### src/rtl/keccak_pad_packer.sv
// keccak_pad_packer: packs message words into Keccak rate blocks and applies SHA3/SHAKE padding.
// Latency: block_valid_o rises one cycle after the word that completes a block is accepted.
// Backpressure: block_ready_i stalls the output block. While it is stalled, din_ready_o stays low (single
//               buffer) or stays low only once the fill buffer is also complete (double buffer).
//               hold_i freezes everything.
// Build option: define KECCAK_PACKER_DBUF_EN to add a second 1344-bit fill buffer, so absorption
//               overlaps with output stalls.
// Ports: clk_i/rst_i clock and synchronous active-high reset; mode_i/start_i begin a message;
//        din_i/din_valid_i/din_ready_o word handshake with last_din_i/last_din_byte_i marking the tail;
//        hold_i global freeze; block_o/block_valid_o/block_ready_i/block_last_o rate-block output;
//        busy_o (not idle) and err_o (one-cycle pulse for an illegal mode or an oversized byte count).
module keccak_pad_packer #(
    parameter  int DIN_W = 64,
    localparam int BW    = $clog2(DIN_W/8) + 1
) (
    input  logic             clk_i,
    input  logic             rst_i,
    input  logic [2:0]       mode_i,
    input  logic             start_i,
    input  logic [DIN_W-1:0] din_i,
    input  logic             din_valid_i,
    output logic             din_ready_o,
    input  logic             last_din_i,
    input  logic [BW-1:0]    last_din_byte_i,
    input  logic             hold_i,
    output logic [1343:0]    block_o,
    output logic             block_valid_o,
    input  logic             block_ready_i,
    output logic             block_last_o,
    output logic             busy_o,
    output logic             err_o
);

    localparam int WB    = DIN_W / 8;
    localparam int LG_WB = $clog2(WB);
    localparam int LG_DW = $clog2(DIN_W);
    localparam int BLK_W = 1344;

    typedef enum logic [1:0] {S_IDLE, S_ABSORB, S_PADBLK, S_EMIT} state_t;

    state_t      r_state;
    state_t      w_state_nxt;
    logic [2:0]  r_mode;
    logic [5:0]  r_wcnt;
    logic        r_err;

    logic [7:0]  w_rate;
    logic [7:0]  w_dbyte;
    logic [7:0]  w_wpb;
    logic        w_mode_ok;
    logic        w_start;
    logic        w_n_big;
    logic [BW-1:0] w_n;
    logic        w_acc;
    logic        w_last_acc;
    logic        w_blk_end;
    logic        w_exact_pos;
    logic        w_exact;
    logic        w_blk_done;
    logic [DIN_W-1:0] w_word;
    logic [10:0] w_word_sh;
    logic [10:0] w_d_sh;
    logic [10:0] w_end_sh;
    logic [BLK_W-1:0] w_data_vec;
    logic [BLK_W-1:0] w_dom_vec;
    logic [BLK_W-1:0] w_end_vec;
    logic [BLK_W-1:0] w_ins;
    logic [BLK_W-1:0] w_pad_blk;

    // Rate in bytes and domain-separation byte of the latched mode.
    always_comb begin
        w_rate  = 8'd136;
        w_dbyte = 8'h06;
        case (r_mode)
            3'b001: w_rate = 8'd72;
            3'b010: w_dbyte = 8'h1F;
            3'b011: begin
                w_rate  = 8'd168;
                w_dbyte = 8'h1F;
            end
            3'b100: w_rate = 8'd104;
            default: ;
        endcase
    end

    assign w_wpb     = w_rate >> LG_WB;
    assign w_mode_ok = (mode_i <= 3'b100);
    assign w_start   = (r_state == S_IDLE) && start_i && w_mode_ok;

    assign w_n_big = (last_din_byte_i > BW'(WB));
    assign w_n     = w_n_big ? BW'(WB) : last_din_byte_i;

    assign w_acc       = din_valid_i && din_ready_o;
    assign w_last_acc  = w_acc && last_din_i;
    assign w_blk_end   = ({2'b00, r_wcnt} == (w_wpb - 8'd1));
    // A full last word in the final slot leaves no room for the domain byte, so a separate pad block follows.
    assign w_exact_pos = (w_n == BW'(WB)) && w_blk_end;
    assign w_exact     = w_last_acc && w_exact_pos;
    assign w_blk_done  = w_acc && (last_din_i || w_blk_end);

    // Zero the bytes past the valid count of the final word.
    always_comb begin
        w_word = din_i;
        if (last_din_i) begin
            for (int b = 0; b < WB; b++) begin
                if (BW'(b) >= w_n) w_word[8*b +: 8] = 8'h00;
            end
        end
    end

    assign w_word_sh = 11'(r_wcnt) << LG_DW;
    assign w_d_sh    = w_word_sh + (11'(w_n) << 3);
    assign w_end_sh  = (11'(w_rate) - 11'd1) << 3;

    assign w_data_vec = {{(BLK_W-DIN_W){1'b0}}, w_word} << w_word_sh;
    assign w_dom_vec  = {{(BLK_W-8){1'b0}}, w_dbyte} << w_d_sh;
    assign w_end_vec  = {{(BLK_W-8){1'b0}}, 8'h80} << w_end_sh;
    // The domain byte and 0x80 are XORed together so that they merge when both land on byte R-1.
    assign w_ins      = w_data_vec | ((last_din_i && !w_exact_pos) ? (w_dom_vec ^ w_end_vec) : '0);
    assign w_pad_blk  = {{(BLK_W-8){1'b0}}, w_dbyte} ^ w_end_vec;

    always_ff @(posedge clk_i) begin
        if (rst_i) r_state <= S_IDLE;
        else       r_state <= w_state_nxt;
    end

    // Recomputed every cycle so the pulse is exactly one cycle long, even when a hold starts right after it.
    always_ff @(posedge clk_i) begin
        if (rst_i) r_err <= 1'b0;
        else       r_err <= !hold_i && (((r_state == S_IDLE) && start_i && !w_mode_ok) ||
                                        (w_last_acc && w_n_big));
    end

    assign err_o  = r_err;
    assign busy_o = (r_state != S_IDLE);

`ifdef KECCAK_PACKER_DBUF_EN
    logic [BLK_W-1:0] r_fill;
    logic [BLK_W-1:0] r_out;
    logic             r_fill_full;
    logic             r_fill_last;
    logic             r_out_vld;
    logic             r_out_last;
    logic [BLK_W-1:0] w_fill_base;
    logic [BLK_W-1:0] w_new_fill;
    logic [BLK_W-1:0] w_cmp_blk;
    logic             w_fire;
    logic             w_out_free;
    logic             w_handover;
    logic             w_pad_go;
    logic             w_cmp;
    logic             w_cmp_last;
    logic             w_direct;

    assign w_fire      = r_out_vld && block_ready_i && !hold_i;
    assign w_out_free  = !r_out_vld || w_fire;
    assign w_handover  = !hold_i && r_fill_full && w_out_free;
    assign w_pad_go    = !hold_i && (r_state == S_PADBLK) && !r_fill_full;
    // A word accepted during a hand-over starts a fresh block in the buffer being vacated.
    assign w_fill_base = r_fill_full ? '0 : r_fill;
    assign w_new_fill  = w_fill_base | w_ins;
    assign w_cmp       = w_blk_done || w_pad_go;
    assign w_cmp_blk   = w_pad_go ? w_pad_blk : w_new_fill;
    assign w_cmp_last  = w_pad_go || (last_din_i && !w_exact_pos);
    // A completed block goes straight to the output register when that register is free.
    assign w_direct    = w_cmp && w_out_free && !r_fill_full;

    always_comb begin
        w_state_nxt = r_state;
        if (!hold_i) begin
            case (r_state)
                S_IDLE:   if (start_i && w_mode_ok) w_state_nxt = S_ABSORB;
                S_ABSORB: if (w_last_acc) w_state_nxt = w_exact ? S_PADBLK : S_EMIT;
                S_PADBLK: if (w_pad_go) w_state_nxt = S_EMIT;
                S_EMIT:   if (w_fire && r_out_last) w_state_nxt = S_IDLE;
                default:  w_state_nxt = S_IDLE;
            endcase
        end
    end

    always_comb begin
        din_ready_o   = (r_state == S_ABSORB) && !hold_i && !(r_fill_full && r_out_vld);
        block_valid_o = r_out_vld;
        block_last_o  = r_out_last;
        block_o       = r_out;
    end

    always_ff @(posedge clk_i) begin
        if (rst_i) begin
            r_mode      <= 3'b000;
            r_wcnt      <= 6'd0;
            r_fill      <= '0;
            r_fill_full <= 1'b0;
            r_fill_last <= 1'b0;
            r_out       <= '0;
            r_out_vld   <= 1'b0;
            r_out_last  <= 1'b0;
        end else if (!hold_i) begin
            if (w_start) begin
                r_mode      <= mode_i;
                r_wcnt      <= 6'd0;
                r_fill      <= '0;
                r_fill_full <= 1'b0;
                r_fill_last <= 1'b0;
            end else if (w_cmp) begin
                r_wcnt <= 6'd0;
                if (w_direct) begin
                    r_fill <= '0;
                end else begin
                    r_fill      <= w_cmp_blk;
                    r_fill_full <= 1'b1;
                    r_fill_last <= w_cmp_last;
                end
            end else if (w_acc) begin
                r_fill      <= w_new_fill;
                r_wcnt      <= r_wcnt + 6'd1;
                r_fill_full <= 1'b0;
            end else if (w_handover) begin
                r_fill      <= '0;
                r_fill_full <= 1'b0;
            end

            if (w_handover) begin
                r_out      <= r_fill;
                r_out_vld  <= 1'b1;
                r_out_last <= r_fill_last;
            end else if (w_direct) begin
                r_out      <= w_cmp_blk;
                r_out_vld  <= 1'b1;
                r_out_last <= w_cmp_last;
            end else if (w_fire) begin
                r_out      <= '0;
                r_out_vld  <= 1'b0;
                r_out_last <= 1'b0;
            end
        end
    end
`else
    logic [BLK_W-1:0] r_buf;
    logic             r_last;
    logic             r_pad_pend;
    logic             w_fire;

    assign w_fire = (r_state == S_EMIT) && block_ready_i && !hold_i;

    always_comb begin
        w_state_nxt = r_state;
        if (!hold_i) begin
            case (r_state)
                S_IDLE:   if (start_i && w_mode_ok) w_state_nxt = S_ABSORB;
                S_ABSORB: if (w_blk_done) w_state_nxt = S_EMIT;
                S_PADBLK: w_state_nxt = S_EMIT;
                S_EMIT: begin
                    if (w_fire) begin
                        if (r_last)          w_state_nxt = S_IDLE;
                        else if (r_pad_pend) w_state_nxt = S_PADBLK;
                        else                 w_state_nxt = S_ABSORB;
                    end
                end
                default:  w_state_nxt = S_IDLE;
            endcase
        end
    end

    always_comb begin
        din_ready_o   = (r_state == S_ABSORB) && !hold_i;
        block_valid_o = (r_state == S_EMIT);
        block_last_o  = (r_state == S_EMIT) && r_last;
        block_o       = r_buf;
    end

    always_ff @(posedge clk_i) begin
        if (rst_i) begin
            r_mode     <= 3'b000;
            r_wcnt     <= 6'd0;
            r_buf      <= '0;
            r_last     <= 1'b0;
            r_pad_pend <= 1'b0;
        end else if (!hold_i) begin
            if (w_start) begin
                r_mode     <= mode_i;
                r_wcnt     <= 6'd0;
                r_buf      <= '0;
                r_last     <= 1'b0;
                r_pad_pend <= 1'b0;
            end else if (w_acc) begin
                r_buf  <= r_buf | w_ins;
                r_wcnt <= r_wcnt + 6'd1;
                if (w_blk_done) begin
                    r_last     <= last_din_i && !w_exact_pos;
                    r_pad_pend <= w_exact;
                end
            end else if (r_state == S_PADBLK) begin
                r_buf      <= w_pad_blk;
                r_last     <= 1'b1;
                r_pad_pend <= 1'b0;
            end else if (w_fire) begin
                r_buf  <= '0;
                r_wcnt <= 6'd0;
                r_last <= 1'b0;
            end
        end
    end
`endif

endmodule
### config.mk
export PLATFORM = sky130hd
export DESIGN_NAME = keccak_pad_packer
export DESIGN_NICKNAME = d
export VERILOG_FILES = /design/src/rtl/keccak_pad_packer.sv
export SDC_FILE = /design/constraint.sdc
export NUM_CORES = 2
export LEC_CHECK = 0
export BUFFER_PORTS_ARGS = -buffer_cell sky130_fd_sc_hd__buf_2
export CORE_AREA = 2 2 556 558
export DETAILED_ROUTE_END_ITERATION = 10
export DIE_AREA = 0 0 558 560
export GPL_TIMING_DRIVEN = 0
export HOLD_SLACK_MARGIN = 0.12
export PLACE_DENSITY = 0.35
export SLEW_MARGIN = 20
export SYNTH_ARGS = -nofsm -noshare
export SYNTH_HDL_FRONTEND = slang
export SYNTH_SLANG_ARGS = --single-unit
### constraint.sdc
create_clock -name clk_i -period 3.5 [get_ports clk_i]
set_input_delay 0.175 -clock clk_i [delete_from_list [all_inputs] [get_ports clk_i]]
set_output_delay 0.175 -clock clk_i [all_outputs]
set_load 0.005 [all_outputs]
==> results.sh <==
export IMPL_gr_usage_met1=0.346
export IMPL_h_tree_depth=4
export IMPL_via_count=58700
export IMPL_ant_nets=0
export IMPL_fin_hold_ws_ns=0.189
export IMPL_antenna_found_initial=84
export IMPL_final_cells=11500
export IMPL_core_um2=307000
export IMPL_fin_skew_ns=0.0643
export IMPL_p_comb_frac=0.106
export IMPL_die_h_um=560
export IMPL_grtUsageTotal=0.314
export IMPL_avgSynthCellArea_um2=9.16
export IMPL_crit_path_start_kind="register"
export IMPL_drive_gt1_frac=0.323
export IMPL_yosys_most_used_dff="dfxtp_1"
export IMPL_status="complete, no violations"
export IMPL_synth_edff_count=0
export IMPL_clk_path_buf_depth=4
export IMPL_hold_violations=0
export IMPL_async_reset_ff_frac=0
export IMPL_synthDominantCellAreaShare=0.550
export IMPL_leakage_nw=29.0
export IMPL_setup_violations=0
export IMPL_p_int_mw=26.7
export IMPL_wl_per_cell_um=44.6
export IMPL_grt_max_degree=16
export IMPL_dp_hpwl_mm=418
export IMPL_synth_top_area_cell="dfxtp_1"
export IMPL_synthCells=5400
export IMPL_syn_num_nets=5487
export IMPL_hp_class="in -> reg"
export IMPL_dieArea_um2=312000
export IMPL_power_switching_mw=11.1
export IMPL_ir_drop_uv=324
export IMPL_path_class="reg -> reg"
export IMPL_ctsRootBufferMaster="clkbuf_16"
export IMPL_endpoint_kind="register"
export IMPL_start_util=0.161
export IMPL_finalMaxSlewViolations=0
export IMPL_grt_pass1_wl_mm=635
export IMPL_syn_to_final_growth_pct=44.7
export IMPL_relSlewSlack=0.157
export IMPL_synth_seq_area_share=0.550
export IMPL_seqPwrFrac=0.411
export IMPL_place_inst=11100
export IMPL_power_density_nw_per_um2=528
export IMPL_yosys_warnings=0
export IMPL_globalRoute_totalOverflow=0
export IMPL_io_pins=1427
export IMPL_cts_buffers=171
export IMPL_viasPerCell=5.11
export IMPL_die_w_um=558
export IMPL_met2_usage=0.519
export IMPL_yosysUniqueCellTypes=82
export IMPL_cap_viol_max_count=0
export IMPL_netlist_area_um2=49500
export IMPL_routed_wl_mm=512
export IMPL_dr_pass1_iters=8
export IMPL_gp_congestion=0.925
export IMPL_ys_ff_latch=1358
export IMPL_period_share=0.992
export IMPL_setup_tns_ns=0
export IMPL_synthTopCellsByArea="dfxtp_1 55%, a31oi_1 7.8%, o22ai_1 6.5%"
export IMPL_finalPower_mw=37.8
export IMPL_cts_tree="done"
export IMPL_worstSkewPairLatency_ns=0.89
export IMPL_period_needed_ns=3.47
export IMPL_numClockSinks=1358
export IMPL_grtUsageMet3=0.0924
export IMPL_max_freq_mhz=288
export IMPL_busiest_layer="met2"
export IMPL_crit_fanout=11
export IMPL_cp_arrival_ns=4.19
export IMPL_grt_pass1_vias=55500
export IMPL_clk_pin_slew_worst_paths_ns=0.06
export IMPL_numPortBuffers=1417
export IMPL_required_ns=4.22
export IMPL_power_frac_clock=0.483
export IMPL_nNetsFinal=7269
export IMPL_switching_share=0.294
export IMPL_tightest_slew_ns=1.26
export IMPL_drtIter0Drc=6323
export IMPL_drc=0
export IMPL_rows=204
layout make-up:
cell class	count	area, um2
buffer	616	3110
timing repair buffer	1616	10200
tap	4120	5150
clock inverter	58	572
inverter	16	61.3
sequential	1358	27200
fill	33900	235000
multi-input combinational	3403	20100
clock buffer	252	5050
antenna	35	87.6
power groups by stage:
| stage | logic (mW) | registers (mW) | clock network [mW] |
|---|---|---|---|
| after floorplan | 1.11 | 15.9 | 0 |
| after global placement | 3.45 | 15.9 | 0 |
| after detailed placement | 3.84 | 15.9 | 0 |
| after CTS | 3.97 | 15.5 | 18.5 |
| after global routing | 3.98 | 15.5 | 19.0 |
| final | 4.01 | 15.5 | 18.3 |
synthesized netlist by cell type, types with 4 or more instances:
cell type,instances
nor2b_1,9
ha_1,9
o21a_1,123
nand2_1,189
nor3b_1,4
or3_1,5
a221oi_1,4
o211ai_1,9
nor3_1,123
buf_4,15
o22ai_1,512
nor2_1,564
nor3_2,9
nand3_2,5
nand3_1,67
a22o_1,5
or4_1,6
buf_2,184
o31a_1,54
and3_1,56
nand4_1,40
dfxtp_1,1358
a31oi_1,617
o32ai_1,6
or2_2,8
o221ai_1,16
inv_1,15
clkbuf_1,404
buf_1,16
o21ai_0,139
nand2b_1,13
nor4_1,4
a32oi_1,114
a21oi_1,475
nor2_2,6
a41oi_1,9
nor4b_1,5
a22oi_1,83
xnor2_1,5
and2_1,50
o21ai_1,7
state kept, by name (all words and copies together), names as in the netlist:
signal,flops
block_o,1344
err_o,1
r_last,1
r_mode,3
r_pad_pend,1
r_state,2
r_wcnt,6
cells in the final DEF (no fill, tap or decap), types with 66 or more instances in the layout:
| cell type | count |
|---|---|
| buf_4 | 68 |
| dfxtp_1 | 1357 |
| clkbuf_16 | 173 |
| dlygate4sd3_1 | 66 |
| a31oi_1 | 616 |
| nor3_1 | 111 |
| a21oi_1 | 468 |
| o21ai_0 | 138 |
| clkbuf_2 | 169 |
| nor2_1 | 537 |
| a32oi_1 | 114 |
| buf_2 | 1565 |
| nand2_1 | 177 |
| clkbuf_1 | 243 |
| o22ai_1 | 512 |
| a22oi_1 | 83 |
| o21a_1 | 123 |
critical path, cell delays in order (launching register included):
cell     delay, ns
dfxtp_1       0.33
inv_1         0.12
ha_1          0.21
and2_1        0.13
buf_2         0.25
a22oi_1       0.20
or2_1         0.30
nand2_2       0.30
buf_6         0.31
buf_8         0.31
buf_2         0.29
buf_4         0.34
nor2_1        0.09
through the flow:
stage | instance area [um2] | util | setup WS (ns)
global route | 71500 | 0.233 | -0.00133
detailed placement | 64400 | 0.210 | -1.08
finish | 71600 | 0.233 | 0.0263
floorplan | 49500 | - | 1.03
global placement | 61700 | 0.201 | -3.21
CTS | 71400 | 0.232 | 0.00693
repair_timing:
item / in CTS / in global routing
pin swaps: 10 / 2
hold endpoints to repair: 299 / 0
gates resized for setup: 173 / 67
endpoints found under the setup margin: 1188 / 607
buffers inserted: 16 / 1
hold buffers: 66 / 0
logic make-up (layout without fill, tap and decap cells):
| group | Yosys count | after routing | share of synthesized area |
|---|---|---|---|
| muxes | 3 | 3 | 0.000607 |
| adders and majority gates | 9 | 9 | 0.00228 |
| DFF | 1358 | 1358 | 0.550 |
| other | 0 | 35 | 0 |
| xor gates and xnor gates | 8 | 8 | 0.00172 |
| and+or+nand+nor | 1186 | 1186 | 0.110 |
| AOI/OAI and AO/OA | 2197 | 2197 | 0.281 |
| buffers and inverters | 639 | 2558 | 0.0548 |
routing by layer:
layer | vias up | routed length (um)
li1 | 23900 | -
met1 | 29900 | 186000
met2 | 3910 | 238000
met3 | 982 | 47300
met4 | 6 | 40900
met5 | - | 40
path summary, 6_finish.rpt:
check,from,end,slack (ns),depth (start not counted)
worst min-delay path,din_i[46],block_o[430],0.19,3
worst min register to register,block_o[1023],block_o[1023],0.46,1
worst max-delay path,r_state[0],block_o[206],0.03,12
worst max register to register,r_state[0],block_o[206],0.03,12
Power figures use the tool's default switching activity.
